<file path="config.mk">
export PLATFORM = sky130hd
export DESIGN_NAME = sae_host_seq
export DESIGN_NICKNAME = d
export VERILOG_FILES = /design/src/rtl/sae_pkg.sv /design/src/rtl/sae_wait_timer.sv /design/src/rtl/sae_host_seq.sv
export SDC_FILE = /design/constraint.sdc
export NUM_CORES = 1
export LEC_CHECK = 0
export ABC_AREA = 0
export CAP_MARGIN = 25
export CELL_PAD_IN_SITES_DETAIL_PLACEMENT = 1
export CELL_PAD_IN_SITES_GLOBAL_PLACEMENT = 1
export CORE_AREA = 4 4 89 91
export DETAILED_ROUTE_END_ITERATION = 10
export DIE_AREA = 0 0 93 95
export GPL_ROUTABILITY_DRIVEN = 1
export PLACE_DENSITY_LB_ADDON = 0.1
export SYNTH_ARGS = -nofsm -noshare
export SYNTH_HDL_FRONTEND = slang
export SYNTH_SLANG_ARGS = --single-unit
</file>
<file path="constraint.sdc">
create_clock -name clk -period 4.7 [get_ports clk]
set_clock_uncertainty 0.05 [all_clocks]
set_input_delay 1.175 -clock clk [delete_from_list [all_inputs] [get_ports clk]]
set_output_delay 1.175 -clock clk [all_outputs]
set_load 0.1 [all_outputs]
</file>
<file path="src/rtl/sae_pkg.sv">
// ---------------------------------------------------------------------------
// sae_pkg
// Shared types and constants for the sae host-side sequencer.
//   sae_mode_t  : operation code driven onto the sae core mode input
//   seq_state_t : sequencer FSM states
//   ERR_*       : bit positions inside the 4-bit result error tag
//   err_flags() : packs a core error vector plus the timeout flag into a tag
// ---------------------------------------------------------------------------
package sae_pkg;

    typedef enum logic [1:0] {
        IDLE   = 2'b00,
        KEYGEN = 2'b01,
        ENC    = 2'b10,
        DEC    = 2'b11
    } sae_mode_t;

    typedef enum logic [2:0] {
        ST_IDLE,
        ST_FETCH,
        ST_ISSUE,
        ST_WAIT,
        ST_EMIT,
        ST_DONE
    } seq_state_t;

    localparam int ERR_PTXT    = 0;
    localparam int ERR_SECKEY  = 1;
    localparam int ERR_CTXT    = 2;
    localparam int ERR_TIMEOUT = 3;

    // core_err arrives as {inv_ctxt, inv_seckey, inv_ptxt}
    function automatic logic [3:0] err_flags(input logic timeout, input logic [2:0] core_err);
        logic [3:0] f;
        f              = '0;
        f[ERR_TIMEOUT] = timeout;
        f[ERR_CTXT]    = core_err[2];
        f[ERR_SECKEY]  = core_err[1];
        f[ERR_PTXT]    = core_err[0];
        return f;
    endfunction

endpackage

</file>
<file path="src/rtl/sae_wait_timer.sv">
// ---------------------------------------------------------------------------
// sae_wait_timer
// Watchdog for the sequencer WAIT state. Only exists when SAE_TIMEOUT_EN is
// defined; the default build has no timer logic at all.
// Ports:
//   clk, rst    : clock, asynchronous active-high reset
//   i_load      : restart the count (asserted the cycle before WAIT begins)
//   i_count     : advance one step per WAIT cycle
//   o_expired   : high in the TIMEOUT_CYC-th consecutive WAIT cycle
// ---------------------------------------------------------------------------
`ifdef SAE_TIMEOUT_EN
module sae_wait_timer #(
    parameter int TIMEOUT_CYC = 16
) (
    input  logic clk,
    input  logic rst,
    input  logic i_load,
    input  logic i_count,
    output logic o_expired
);

    localparam int CNT_W = (TIMEOUT_CYC > 1) ? $clog2(TIMEOUT_CYC) : 1;

    logic [CNT_W-1:0] r_cnt;

    // r_cnt holds the number of WAIT cycles already elapsed, so the
    // TIMEOUT_CYC-th cycle sees TIMEOUT_CYC-1.
    always_ff @(posedge clk or posedge rst) begin
        if (rst) begin
            r_cnt <= '0;
        end else if (i_load) begin
            r_cnt <= '0;
        end else if (i_count) begin
            r_cnt <= r_cnt + CNT_W'(1);
        end
    end

    assign o_expired = i_count && (r_cnt == CNT_W'(TIMEOUT_CYC - 1));

endmodule
`endif

</file>
<file path="src/rtl/sae_host_seq.sv">
// ---------------------------------------------------------------------------
// sae_host_seq
// Host-side initiator for the sae crypto core. A session command (keygen,
// encrypt, decrypt) plus an input byte stream is turned into one sae request
// per byte; each core result is returned on an output stream tagged with
// error flags. At most one request is outstanding at any time.
//
// Optional feature: define SAE_TIMEOUT_EN to add a WAIT watchdog
// (parameter TIMEOUT_CYC, sub-module sae_wait_timer). Without it, WAIT holds
// until the core answers and m_err[3] is always 0.
//
// Ports:
//   clk, rst                  clock, asynchronous active-high reset
//   cmd_start/mode/key/len    session command, sampled when idle
//   busy, done                session active / end-of-session pulse
//   s_valid/s_data/s_ready    input byte stream
//   m_valid/m_data/m_err/m_ready  result stream, m_err={timeout,ctxt,seckey,ptxt}
//   err_cnt                   saturating count of errored results this session
//   sae_mode/data/key/valid   request side of the sae core
//   sae_dout/ordy/err         response side of the sae core
// ---------------------------------------------------------------------------
module sae_host_seq
    import sae_pkg::*;
#(
    parameter int LEN_W = 8
`ifdef SAE_TIMEOUT_EN
    ,
    parameter int TIMEOUT_CYC = 16
`endif
) (
    input  logic             clk,
    input  logic             rst,
    input  logic             cmd_start,
    input  logic [1:0]       cmd_mode,
    input  logic [7:0]       cmd_key,
    input  logic [LEN_W-1:0] cmd_len,
    output logic             busy,
    output logic             done,
    input  logic             s_valid,
    input  logic [7:0]       s_data,
    output logic             s_ready,
    output logic             m_valid,
    output logic [7:0]       m_data,
    output logic [3:0]       m_err,
    input  logic             m_ready,
    output logic [7:0]       err_cnt,
    output logic [1:0]       sae_mode,
    output logic [7:0]       sae_data,
    output logic [7:0]       sae_key,
    output logic             sae_valid,
    input  logic [7:0]       sae_dout,
    input  logic             sae_ordy,
    input  logic [2:0]       sae_err
);

    seq_state_t       r_state;
    sae_mode_t        r_sae_mode;
    logic [LEN_W-1:0] r_rem;
    logic             r_busy;
    logic             r_done;
    logic             r_s_ready;
    logic             r_m_valid;
    logic [7:0]       r_m_data;
    logic [3:0]       r_m_err;
    logic [7:0]       r_err_cnt;
    logic [7:0]       r_sae_data;
    logic [7:0]       r_sae_key;
    logic             r_sae_valid;

    logic             w_resp;
    logic             w_last;
    logic             w_expired;

    function automatic logic [7:0] sat_inc(input logic [7:0] v, input logic inc);
        if (inc && (v != 8'hFF)) begin
            return v + 8'd1;
        end
        return v;
    endfunction

    // An error flag alone is a complete response from the core.
    assign w_resp = sae_ordy | (|sae_err);
    assign w_last = (r_rem == LEN_W'(1));

`ifdef SAE_TIMEOUT_EN
    logic w_tmr_load;
    logic w_tmr_count;

    assign w_tmr_load  = (r_state == ST_ISSUE);
    assign w_tmr_count = (r_state == ST_WAIT);

    sae_wait_timer #(
        .TIMEOUT_CYC (TIMEOUT_CYC)
    ) u_wait_timer (
        .clk       (clk),
        .rst       (rst),
        .i_load    (w_tmr_load),
        .i_count   (w_tmr_count),
        .o_expired (w_expired)
    );
`else
    assign w_expired = 1'b0;
`endif

    always_ff @(posedge clk or posedge rst) begin
        if (rst) begin
            r_state     <= ST_IDLE;
            r_sae_mode  <= IDLE;
            r_rem       <= '0;
            r_busy      <= 1'b0;
            r_done      <= 1'b0;
            r_s_ready   <= 1'b0;
            r_m_valid   <= 1'b0;
            r_m_data    <= '0;
            r_m_err     <= '0;
            r_err_cnt   <= '0;
            r_sae_data  <= '0;
            r_sae_key   <= '0;
            r_sae_valid <= 1'b0;
        end else begin
            case (r_state)
                ST_IDLE: begin
                    if (cmd_start && (cmd_mode != 2'b00)) begin
                        r_sae_mode <= sae_mode_t'(cmd_mode);
                        r_sae_key  <= cmd_key;
                        r_err_cnt  <= '0;
                        if (sae_mode_t'(cmd_mode) == KEYGEN) begin
                            // Keygen is a single request with a zero data byte.
                            r_rem       <= LEN_W'(1);
                            r_busy      <= 1'b1;
                            r_sae_data  <= 8'h00;
                            r_sae_valid <= 1'b1;
                            r_state     <= ST_ISSUE;
                        end else if (cmd_len == '0) begin
                            // Empty session: straight to the end pulse.
                            r_rem      <= '0;
                            r_busy     <= 1'b0;
                            r_done     <= 1'b1;
                            r_sae_mode <= IDLE;
                            r_state    <= ST_DONE;
                        end else begin
                            r_rem     <= cmd_len;
                            r_busy    <= 1'b1;
                            r_s_ready <= 1'b1;
                            r_state   <= ST_FETCH;
                        end
                    end
                end

                ST_FETCH: begin
                    if (s_valid) begin
                        r_s_ready   <= 1'b0;
                        r_sae_data  <= s_data;
                        r_sae_valid <= 1'b1;
                        r_state     <= ST_ISSUE;
                    end
                end

                ST_ISSUE: begin
                    r_sae_valid <= 1'b0;
                    r_state     <= ST_WAIT;
                end

                ST_WAIT: begin
                    // A core response in the final watchdog cycle still wins.
                    if (w_resp) begin
                        r_m_data  <= sae_dout;
                        r_m_err   <= err_flags(1'b0, sae_err);
                        r_m_valid <= 1'b1;
                        r_state   <= ST_EMIT;
                    end else if (w_expired) begin
                        r_m_data  <= 8'h00;
                        r_m_err   <= err_flags(1'b1, 3'b000);
                        r_m_valid <= 1'b1;
                        r_state   <= ST_EMIT;
                    end
                end

                ST_EMIT: begin
                    if (m_ready) begin
                        r_m_valid <= 1'b0;
                        r_rem     <= r_rem - LEN_W'(1);
                        r_err_cnt <= sat_inc(r_err_cnt, |r_m_err);
                        if (w_last) begin
                            r_busy     <= 1'b0;
                            r_done     <= 1'b1;
                            r_sae_mode <= IDLE;
                            r_state    <= ST_DONE;
                        end else begin
                            r_s_ready <= 1'b1;
                            r_state   <= ST_FETCH;
                        end
                    end
                end

                ST_DONE: begin
                    r_done  <= 1'b0;
                    r_state <= ST_IDLE;
                end

                default: begin
                    r_state <= ST_IDLE;
                end
            endcase
        end
    end

    assign busy      = r_busy;
    assign done      = r_done;
    assign s_ready   = r_s_ready;
    assign m_valid   = r_m_valid;
    assign m_data    = r_m_data;
    assign m_err     = r_m_err;
    assign err_cnt   = r_err_cnt;
    assign sae_mode  = r_sae_mode;
    assign sae_data  = r_sae_data;
    assign sae_key   = r_sae_key;
    assign sae_valid = r_sae_valid;

endmodule

</file>
* After elaboration in Yosys (flattened, before gate mapping)
Index checks and enable logic that the tools add are counted.
Word-level totals: register bits 53, bits of input ports 43, output and inout bits 43, word-level logic and storage cells 116
Operators by class: add/subtract/negate cells 2, eq/ne operators 19, multiplexer cells 57, bitwise logic cells 1, reduce and logical (&&, ||, !) cells 24
Operators by type and width (number):
- $mux 8 | 11
- $pmux 8 s2 | 3
- $mux 1 | 24
- $ne 2x2->1 const B | 11
- $mux 3 | 7
- $reduce_and 4->1 | 5
- $pmux 3 s5 | 1
- $mux 2 | 5
- $pmux 1 s3 | 3
- $reduce_bool 3->1 | 3
- $add 8x1->8 const B | 1
- $eq 8x1->1 const B | 1
- $logic_not 8->1 | 1
- $ne 8x8->1 const B | 1
- $reduce_bool 2->1 | 4
- $sub 8x1->8 const B | 1
- $reduce_and 7->1 | 1
- $eq 3x2->1 const B | 2
- $eq 3x3->1 const B | 2
- $reduce_and 3->1 | 2
- $reduce_and 6->1 | 1
- $reduce_or 3->1 | 2
- $pmux 1 s2 | 2
- $pmux 2 s2 | 1
- other kinds (6) | 8

* Depth between registers and ports, before layout
depth after elaboration 8, mapped depth 6, mapped depth without buffers 6

* Worst setup path before layout
No wires, ideal clock.
path type input -> register, start input sae_err[2], end register r_m_err[2] (netlist: m_err[2]), setup time 0.126 ns, arrival 2.366 ns, data required time 4.524 ns, path slack 2.158 ns, stages 4, buffers on the path 1, cells stage by stage or4_1 and3_4 buf_6 mux2_4
Between the ends: cells in the longest elaborated chain, start to end 3
RTL lines:
- from (decl) | line sae_host_seq.sv:53 | input logic [2:0] sae_err
- $reduce_or 3->1 | line sae_host_seq.sv:82 | assign w_resp = sae_ordy | (|sae_err);
- $or 1x1->1 | line sae_host_seq.sv:82
- $reduce_and 2->1 (no line)
- to (signal assigned) | line sae_host_seq.sv:168 | r_m_err <= err_flags(1'b0, sae_err);
- to (signal assigned) | line sae_host_seq.sv:173 | r_m_err <= err_flags(1'b1, 3'b000);
- to (decl) | line sae_host_seq.sv:64 | logic [3:0] r_m_err;
Parallel ways exist; a longest one is shown, timed or not. A chain may end at the register's enable or synchronous reset.

* Worst setup path after layout
start register r_err_cnt[5] (netlist: err_cnt[5]), end output err_cnt[5]
RTL lines:
- from (decl) | line sae_host_seq.sv:65 | logic [7:0] r_err_cnt;
- from (signal assigned) | line sae_host_seq.sv:183 | r_err_cnt <= sat_inc(r_err_cnt, |r_m_err);
- to (decl) | line sae_host_seq.sv:46 | output logic [7:0] err_cnt,
No word-level cell between the ends.

==> impl_metrics.toml <==
[outcome]
status = "complete, no violations"

[critical_path]
crit_fanout = 6
cp-end-kind = "output pin"
crit_chain = "clkdlybuf4s50_1"
cp.arrival_ps = 1910
max_stage_delay_ps = 1170
cp.required_ps = 3470
worst_path_max_delay_cell = "clkdlybuf4s50_1"
worst-path-buf-inv = 1
cpLargestDelayFamily = "buffers and inverters"
critPathKind = "reg -> out"
start_kind = "flop"

[detailed_routing]
met1_length_um = 3320
drtIter0Drc = 87
vias_per_cell = 5.19
dr.pass1.iters = 4
totalWireLength_um = 7200
wl_met3_um = 315
wl_per_cell_um = 16.7
routed-via-count = 2244
ant_nets = 0
post-route-drc-count = 0
met2_length_um = 3500
dr.max_layer_used = "met4"

[job]
cap_violations = 0

[grt]
antenna_found_initial = 0
grt_max_degree = 28
overflow = 0
grt_pass1_wl_um = 11800
track_usage_pct = 17.0
grt_pass1_vias = 2247

[clock_tree]
root_buffer = "clkbuf_8"
cts_tree = "done"
clk_latency_ps = 300
postCtsSetupBuffers = 0
hold_buffers = 0
clockBufferDepth = 2
cts_resized = 0
numCtsBuffers = 5
cts_sinks = 53
cts_htree_levels = 2
clk_pin_slew_ps = 90

[yosys]
async_flop_share_pct = 100
synth_area_per_cell_sq_um = 10.6
seq_area_frac_synth_pct = 49.9
synth_nets = 298
syn-cell-area_sq_um = 2660
ys_warn_count = 0
synth_cells = 252
synth-edff-count = 0
synthFlopType = "dfrtp_1"
synth.ff_latch_count = 53
netlist-cell-type-count = 57

[floorplan]
die_x_um = 93
dieArea_sq_um = 8840
coreArea_sq_um = 7140
start_util_pct = 37.3
die_h_um = 95
io_pins = 86
rows = 31

[cells_and_area]
final_common_cell = "clkdlybuf4s50_1"
fillers = 799
multi_input_area_sq_um = 1230
drive_gt1_share_pct = 10.5
stdcell_area_sq_um = 3680
mostFrequentLayoutCells = "84 x clkdlybuf4s50_1, 53 x dfrtp_1, 19 x nand2_1, 19 x o21ai_0, 19 x a21oi_1"
syn_to_final_growth_pct = 38.4
ff_latch_area_sq_um = 1330
diodes = 0
final_nets = 378

[sta]
setup_viol = 0
finalSetupTns_ps = 0
rsz0062_at_grt = "false"
tightest_slew_ps = 993
clock.fmax_mhz = 319
post-route-min-period_ps = 3140
setup_slack_ps = 1560
final-max-slew-violation-count = 0
finalCritPeriodShare_pct = 66.8
slew_headroom_pct = 33.6
final_hold_viol_count = 0

[placement]
dpl.hpwl_um = 5390
port_buffers = 84
dp_worst_setup_slack_ps = 1360
place_area_sq_um = 3570
place_congestion = 0.812

[worst_hold_path]
hp-class = "reg -> reg"
state kept, by name (all words and copies together) (netlist names):
register   count
done           1
s_ready        1
m_err          3
m_data         8
sae_key        8
err_cnt        8
sae_data       8
sae_valid      1
r_rem          8
r_state        3
busy           1
sae_mode       2
m_valid        1
cells by family after synthesis:
family	synth area share, %
simple gates	16.0
compound gates	19.0
flops	49.9
buf+inv	4.04
fa+ha+maj	1.41
mux	9.55
other cells	0.141
per-stage QoR:
step                hold WS, ps  instances  utilization, %
global route                470        432            51.6
finish                      434        432            51.6
floorplan                   454        252               -
detailed placement          423        424            50.0
global placement            412        424            50.0
CTS                         445        432            51.6
cell type report:
cell class / count / share of cell area (%)
sequential: 53 / 36.0
inverter: 9 / 0.917
timing repair buffer: 86 / 23.2
tap: 99 / 3.36
clock buffer: 7 / 2.34
multi-input combinational: 177 / 33.3
clock inverter: 1 / 0.815
path summary, 6_finish.rpt:
path,start,to,slack [ps],depth (start not counted)
worst max register to register,r_state[0],err_cnt[1],2270,4
worst min register to register,sae_data[5],sae_data[5],430,2
worst min-delay path,sae_data[5],sae_data[5],430,2
min in group asynchronous,rst,sae_mode[0],1190,2
max in group asynchronous,rst,err_cnt[3],2640,3
worst max-delay path,err_cnt[5],err_cnt[5],1560,1
cell usage after synthesis, drive strengths merged (4+ instances only):
master   n  share of area [%]
nand2   19                2.7
a21oi   19                3.6
buf      9                2.2
dfrtp   53                 50
and3     6                1.6
inv      9                1.3
nand3   11                2.1
a31oi    5                1.2
nor2    13                1.8
clkbuf   4               0.56
nor3     5               0.94
mux2    19                9.2
nor2b    6                1.4
o21ai   23                4.3
routing by layer:
layer	vias to the layer above	GRT usage, %
met5	-	0
met4	0	4.76
met3	6	3.51
met2	48	27.1
met1	1108	23.5
li1	1082	-
Power is not shown: default switching activity piles up to over one toggle a cycle in this logic, so the estimate is an artifact.
